`config.mk`:
```
export PLATFORM = sky130hd
export DESIGN_NAME = gray_hblur3
export DESIGN_NICKNAME = d
export VERILOG_FILES = /design/src/rtl/gray_hblur3.sv
export SDC_FILE = /design/constraint.sdc
export NUM_CORES = 1
export LEC_CHECK = 0
export ABC_AREA = 1
export ABC_CLOCK_PERIOD_IN_PS = 3600
export CORE_ASPECT_RATIO = 1.5
export CORE_UTILIZATION = 52
export CTS_BUF_LIST = sky130_fd_sc_hd__clkbuf_8 sky130_fd_sc_hd__clkbuf_16
export DETAILED_ROUTE_END_ITERATION = 6
export PLACE_DENSITY = 0.85
export SYNTH_ARGS = -nofsm -noshare
export SYNTH_HDL_FRONTEND = slang
export SYNTH_SLANG_ARGS = --single-unit
```
`constraint.sdc`:
```
create_clock -name clk -period 3.6 [get_ports clk]
set_input_delay 0.54 -clock clk [delete_from_list [all_inputs] [get_ports clk]]
set_output_delay 0.54 -clock clk [all_outputs]
set_load 0.1 [all_outputs]
```
`src/rtl/gray_hblur3.sv`:
```
// Streaming 3-tap horizontal blur (1-2-1)/4 on gray pixels. Each line boundary replicates
// the edge pixel. The stage holds one pixel of look-ahead and drives a registered output.
module gray_hblur3 #(
  parameter int unsigned LEN_W = 11
) (
  input  logic             clk,
  input  logic             rst_n,
  input  logic [23:0]      pix_in,
  input  logic             in_valid,
  input  logic             in_sol,
  input  logic             in_eol,
  output logic             in_ready,
  output logic [23:0]      pix_out,
  output logic             out_valid,
  output logic             out_sol,
  output logic             out_eol,
  input  logic             out_ready,
  output logic [LEN_W-1:0] line_len,
  output logic             sync_err
);

  typedef enum logic [1:0] {StEmpty, StHave, StFlush} state_e;

  localparam logic [LEN_W-1:0] CntMax = '1;

  state_e           state_q, state_d;
  logic [7:0]       prev_q, prev_d, cur_q, cur_d;
  logic [LEN_W-1:0] cnt_q, cnt_d, len_d;
  logic             first_q, first_d, err_d;
  logic             load, accept, emit, emit_sol, emit_eol;
  logic [7:0]       emit_y, g;
  logic             unused_hi;

  assign unused_hi = ^pix_in[23:8];

  function automatic logic [7:0] blur(input logic [7:0] a, input logic [7:0] b,
                                      input logic [7:0] c);
    logic [9:0] sum;
    sum = {2'b00, a} + {1'b0, b, 1'b0} + {2'b00, c};
    return sum[9:2];
  endfunction

  always_comb begin
    g        = pix_in[7:0];
    load     = !out_valid || out_ready;
    in_ready = load && (state_q != StFlush);
    accept   = in_valid && in_ready;
    state_d  = state_q;
    prev_d   = prev_q;
    cur_d    = cur_q;
    cnt_d    = cnt_q;
    first_d  = first_q;
    err_d    = sync_err;
    len_d    = line_len;
    emit     = 1'b0;
    emit_y   = '0;
    emit_sol = 1'b0;
    emit_eol = 1'b0;
    case (state_q)
      StEmpty, StHave: begin
        if (accept) begin
          if (state_q == StEmpty || in_sol) begin
            // Missing sol still starts a line; a mid-line sol or a stray eol is a sync error.
            if (state_q == StHave || (in_eol && !in_sol)) err_d = 1'b1;
            prev_d  = g;
            cur_d   = g;
            cnt_d   = LEN_W'(1);
            first_d = 1'b1;
            state_d = in_eol ? StFlush : StHave;
          end else begin
            emit     = 1'b1;
            emit_y   = blur(prev_q, cur_q, g);
            emit_sol = first_q;
            prev_d   = cur_q;
            cur_d    = g;
            first_d  = 1'b0;
            if (cnt_q != CntMax) cnt_d = cnt_q + 1'b1;
            if (in_eol) state_d = StFlush;
          end
        end
      end
      StFlush: begin
        if (load) begin
          emit     = 1'b1;
          emit_y   = blur(prev_q, cur_q, cur_q);
          emit_sol = first_q;
          emit_eol = 1'b1;
          len_d    = cnt_q;
          state_d  = StEmpty;
        end
      end
      default: state_d = StEmpty;
    endcase
  end

  always_ff @(posedge clk or negedge rst_n) begin
    if (!rst_n) begin
      state_q   <= StEmpty;
      prev_q    <= '0;
      cur_q     <= '0;
      cnt_q     <= '0;
      first_q   <= 1'b0;
      line_len  <= '0;
      sync_err  <= 1'b0;
      pix_out   <= '0;
      out_valid <= 1'b0;
      out_sol   <= 1'b0;
      out_eol   <= 1'b0;
    end else begin
      state_q  <= state_d;
      prev_q   <= prev_d;
      cur_q    <= cur_d;
      cnt_q    <= cnt_d;
      first_q  <= first_d;
      line_len <= len_d;
      sync_err <= err_d;
      if (load) begin
        out_valid <= emit;
        if (emit) begin
          pix_out <= {3{emit_y}};
          out_sol <= emit_sol;
          out_eol <= emit_eol;
        end
      end
    end
  end

endmodule

```
# After elaboration in Yosys (flattened, before gate mapping)
# Index checks and enable logic that the tools add are counted.
[totals]
register_bits = 69
in_bits = 30
[classes]
addsub = 4
n_eq_ne = 7
muxes = 21
reduce_logical = 17
[op_table]
columns = ["op", "n"]
rows = [
  ["$mux 8", 3],
  ["$mux 11", 2],
  ["$add 10x8->10", 2],
  ["$pmux 8 s2", 1],
  ["$add 11x1->11 const B", 1],
  ["$ne 11x11->1 const B", 1],
  ["$add 8x9->10", 1],
  ["$mux 2", 5],
  ["$mux 1", 7],
  ["$ne 2x2->1 const B", 3],
  ["$reduce_and 2->1", 3],
  ["$reduce_and 3->1", 2],
  ["$pmux 1 s2", 2],
  ["$pmux 2 s2", 1],
  ["$reduce_and 4->1", 1],
  ["$logic_and 1x1->1", 3],
  ["$logic_or 1x1->1", 3],
  ["$ne 3x3->1 const B", 1],
  ["$eq 2x1->1 const B", 1],
  ["$eq 2x2->1 const B", 1],
  ["$logic_not 1->1", 2],
  ["$logic_not 2->1", 1],
  ["$reduce_bool 2->1", 1],
  ["$reduce_or 2->1", 1],
]

# Depth between registers and ports, before layout
[logic_depth]
ltp_word = 7
ltp_mapped = 18
mapped_depth_nobuf = 18

# Worst setup path before layout
# Ideal clock, no wire load.
[synth_timing]
path_kind = "register -> register"
startpoint = "reg cur_q[0]"
endpoint = "reg pix_out[15]"
setup_time_ns = 0.120
arrival_ns = 2.550
path_slack_ns = 0.930
stages_incl_launch_ff = 18
path_buffers = 0
synth_period_minus_slack_ns = 2.670
path_cell_list = "dfrtp_1 -> ha_1 -> inv_1 -> fa_1 -> o21ai_0 -> a21oi_1 -> xor2_1 -> inv_1 -> ha_1 -> a21oi_1 -> o21ai_0 -> o21bai_1 -> nand2_1 -> nand2_1 -> nand3_1 -> nand2_1 -> nand2_1 -> nand2_1"
[synth_between]
elab_chain_cells = 5
elab_cells_between_ends = 6
classes_between = "add/sub: 3; mux: 3"
[synth_lines]
columns = ["item", "line", "text"]
rows = [
  ["start, declared", "27", "logic [7:0] prev_q, prev_d, cur_q, cur_d;"],
  ["start signal, assigned", "112", "cur_q <= cur_d;"],
  ["$add 8x9->10", "39", "sum = {2'b00, a} + {1'b0, b, 1'b0} + {2'b00, c};"],
  ["$add 10x8->10", "39", ""],
  ["$mux 8", "62", "if (state_q == StEmpty || in_sol) begin"],
  ["$mux 8", "61", "if (accept) begin"],
  ["$pmux 8 s2 *", "59", "case (state_q)"],
  ["end signal, assigned", "120", "pix_out <= {3{emit_y}};"],
  ["end, declared", "13", "output logic [23:0] pix_out,"],
]
# Mark *: on every way between the ends. The rest lies on a longest branch, timed or not.
# A chain may end at the register's enable or synchronous reset.

# Worst setup path in the final report
# Ends and elaborated chain as after synthesis.

==> impl_metrics.json <==
{
  "yosys.cell_types.count": 39,
  "r2r-start": "cur_q[0]",
  "drtAntennaViolNets": 0,
  "drt_iter0_drc": 191,
  "dieArea_mm2": 0.00695,
  "initial_core_util_pct": 54.9,
  "max_cap_violations": 0,
  "grt_pass1_vias": 2878,
  "synth.cell_area_mm2": 0.00344,
  "die_x_um": 68.4,
  "portBuffers": 53,
  "first_pass_iters": 5,
  "antenna_found_initial": 0,
  "r2r_end": "pix_out[15]",
  "drive_gt1_share_pct": 5.88,
  "avgSynthCellArea_um2": 7.85,
  "period_minus_slack_ns": 3.11,
  "core_mm2": 0.00626,
  "final.period_utilization_pct": 86.3,
  "crit_path_end_kind": "register",
  "rows": 35,
  "clockRootBuffer": "clkbuf_8",
  "crit_family": "compound AO/OA/AOI/OAI gates",
  "worstPathRequired_ns": 3.81,
  "post_cts_resized": 0,
  "path_common_cell": "nand2_1",
  "final_max_slew_viol_count": 0,
  "n_fill_cell": 569,
  "setup_viol": 0,
  "io_pins": 70,
  "cts_tree": "done",
  "vias_per_cell": 5.41,
  "crit_buf_inv": 2,
  "cts-buffers-inserted": 5,
  "yosysWarnings": 0,
  "crit_arrival_ns": 3.32,
  "fin_skew_ns": 0.00707,
  "grt_max_degree": 54,
  "drc_errors": 0,
  "worstPathCellList": "ha_1 > inv_1 > fa_1 > o21ai_0 > a21oi_1 > xor2_1 > inv_1 > ha_1 > a21oi_1 > o21ai_0 > o21bai_1 > nand2_1 > nand2_1 > nand3_1 > nand2_1 > nand2_1 > nand2_1",
  "finalHoldViolCount": 0,
  "hold_buffers": 0,
  "crit_type": "register to register",
  "cts_htree_levels": 2,
  "grt_setup_unrepaired": "no",
  "path_clk_slew_ns": 0.10,
  "wirelength_mm": 7.10,
  "synthArstFlopShare_pct": 100,
  "tightestPinTransition_ns": 1.11,
  "wl_per_cell_um": 12.9,
  "fin_setup_tns_ns": 0,
  "synth.ff_latch_count": 53,
  "slew_headroom_pct": 25.9,
  "cts_buffer_depth": 2,
  "grtUsageTotal_pct": 23.0,
  "die-height_um": 102,
  "gp_congestion": 0.889,
  "synth_nets": 492,
  "clock-sinks": 53,
  "synthFlopType": "dfrtp_1",
  "crit_fanout": 5,
  "fin_nets": 529,
  "hold_path_class": "input pin to asynchronous set/reset pin",
  "grt_overflow": 0,
  "r2r_cells": 17,
  "critPathLaunchType": "register",
  "synth_edf_count": 0,
  "max_freq_mhz": 322,
  "cpPeakStageDelay_ns": 0.40,
  "clkLatencyLatePin_ns": 0.31,
  "critPathSlowestCell": "fa_1",
  "post_cts_buffers": 0,
  "grt_pass1_wl_mm": 12.2,
  "synthCells": 438,
  "via_count": 2977,
  "seq_area_frac_synth_pct": 38.6,
  "syn2layout_area_growth_pct": 16.1,
  "diodes": 0,
  "post-dp-hpwl_mm": 5.64,
  "status": "complete, no violations",
  "regToRegSetupSlack_ns": 0.49
}
==> layout make-up <==
cell class	instances	area, um^2	share of cell area [%]
clock buffer	5	68.8	1.72
clock inverter	3	26.3	0.658
inverter	57	221	5.55
sequential	53	1330	33.2
multi-input combinational	304	1730	43.2
tap	74	92.6	2.32
timing repair buffer	54	531	13.3
==> metal layers <==
layer | GRT usage (%) | share of wire (%)
met5 | 0 | 0
met3 | 3.27 | 3.6
met4 | 12.7 | 3.4
met2 | 41.0 | 52
met1 | 25.2 | 41
==> worst reg2reg max path: stages, from the launching register on <==
cell,delay (ns)
dfrtp_1,0.39
ha_1,0.21
inv_1,0.06
fa_1,0.40
o21ai_0,0.40
a21oi_1,0.17
xor2_1,0.16
inv_1,0.08
ha_1,0.33
a21oi_1,0.15
o21ai_0,0.08
o21bai_1,0.19
nand2_1,0.10
nand2_1,0.06
nand3_1,0.07
nand2_1,0.06
nand2_1,0.05
nand2_1,0.04
==> cell usage in the layout, fill, tap and decap left out, types with 2 or more instances in the layout <==
master / synthesis / routed
a21oi_1: 20 / 20
inv_4: 3 / 3
nor2_4: 2 / 2
buf_4: 17 / 2
a31oi_1: 5 / 5
o21ai_0: 49 / 49
clkbuf_8: 0 / 5
ha_1: 23 / 23
nand2_4: 2 / 2
o211ai_1: 2 / 2
a21o_1: 2 / 2
inv_1: 51 / 51
o21bai_1: 2 / 2
dfrtp_1: 53 / 53
nor3_1: 4 / 4
clkdlybuf4s50_1: 0 / 51
o21ai_1: 2 / 2
nand3_1: 21 / 21
clkinvlp_4: 0 / 2
xnor2_1: 5 / 5
nand4_1: 4 / 4
o22ai_1: 8 / 8
inv_2: 3 / 3
nand2_1: 115 / 115
nor2_1: 17 / 17
xor2_1: 8 / 8
==> stage by stage <==
stage               instances  utilization (%)  instance area (um^2)  hold WS, ns  setup slack [ns]
finish                    550             63.8                  3990        0.430             0.492
CTS                       550             63.8                  3990        0.480             0.518
detailed placement        542             62.2                  3900        0.466             0.557
floorplan                 438                -                  3440        0.244             0.930
global placement          542             62.2                  3900        0.459             0.659
global route              550             63.8                  3990        0.511             0.195
==> cells in the mapped netlist (2+ instances only) <==
cell,instances,area (um^2)
a21o_1,2,15.0
a21oi_1,20,100
a31oi_1,5,31.3
buf_2,3,15.0
buf_4,17,128
clkbuf_1,3,11.3
dfrtp_1,53,1330
ha_1,23,288
inv_1,51,191
inv_2,3,11.3
inv_4,3,18.8
nand2_1,115,432
nand2_4,2,22.5
nand3_1,21,105
nand4_1,4,25.0
nor2_1,17,63.8
nor2_4,2,22.5
nor3_1,4,20.0
o211ai_1,2,15.0
o21ai_0,49,245
o21ai_1,2,10.0
o21bai_1,2,15.0
o22ai_1,8,50.1
xnor2_1,5,43.8
xor2_1,8,70.1
==> kinds of logic after synthesis <==
kind of cell / after synthesis / synth area share, %
AOI/OAI and AO/OA: 96 / 16.0
xor gates and xnor gates: 13 / 3.31
buffers and inverters: 81 / 11.2
adders and majority gates: 24 / 8.95
and+or+nand+nor: 171 / 21.9
DFF: 53 / 38.6
==> state kept, by name, indices dropped and copies added (netlist names) <==
signal,flops
cnt_q,11
line_len,11
cur_q,8
pix_out,8
prev_q,8
state_q,2
first_q,1
out_eol,1
out_sol,1
out_valid,1
sync_err,1
==> how the worst max path moves through the flow <==
stage / from / to / cells after the start
finish: cur_q[0] / pix_out[15] / 17
global placement: cur_q[0] / pix_out[15] / 17
CTS: cur_q[0] / pix_out[15] / 17
floorplan: cur_q[0] / pix_out[15] / 17
global route: cur_q[0] / pix_out[15] / 17
detailed placement: cur_q[0] / pix_out[15] / 17
Power is left out: the tool's default activity adds up to more than one toggle a clock period on the data nets, which glitch-free logic cannot reach.
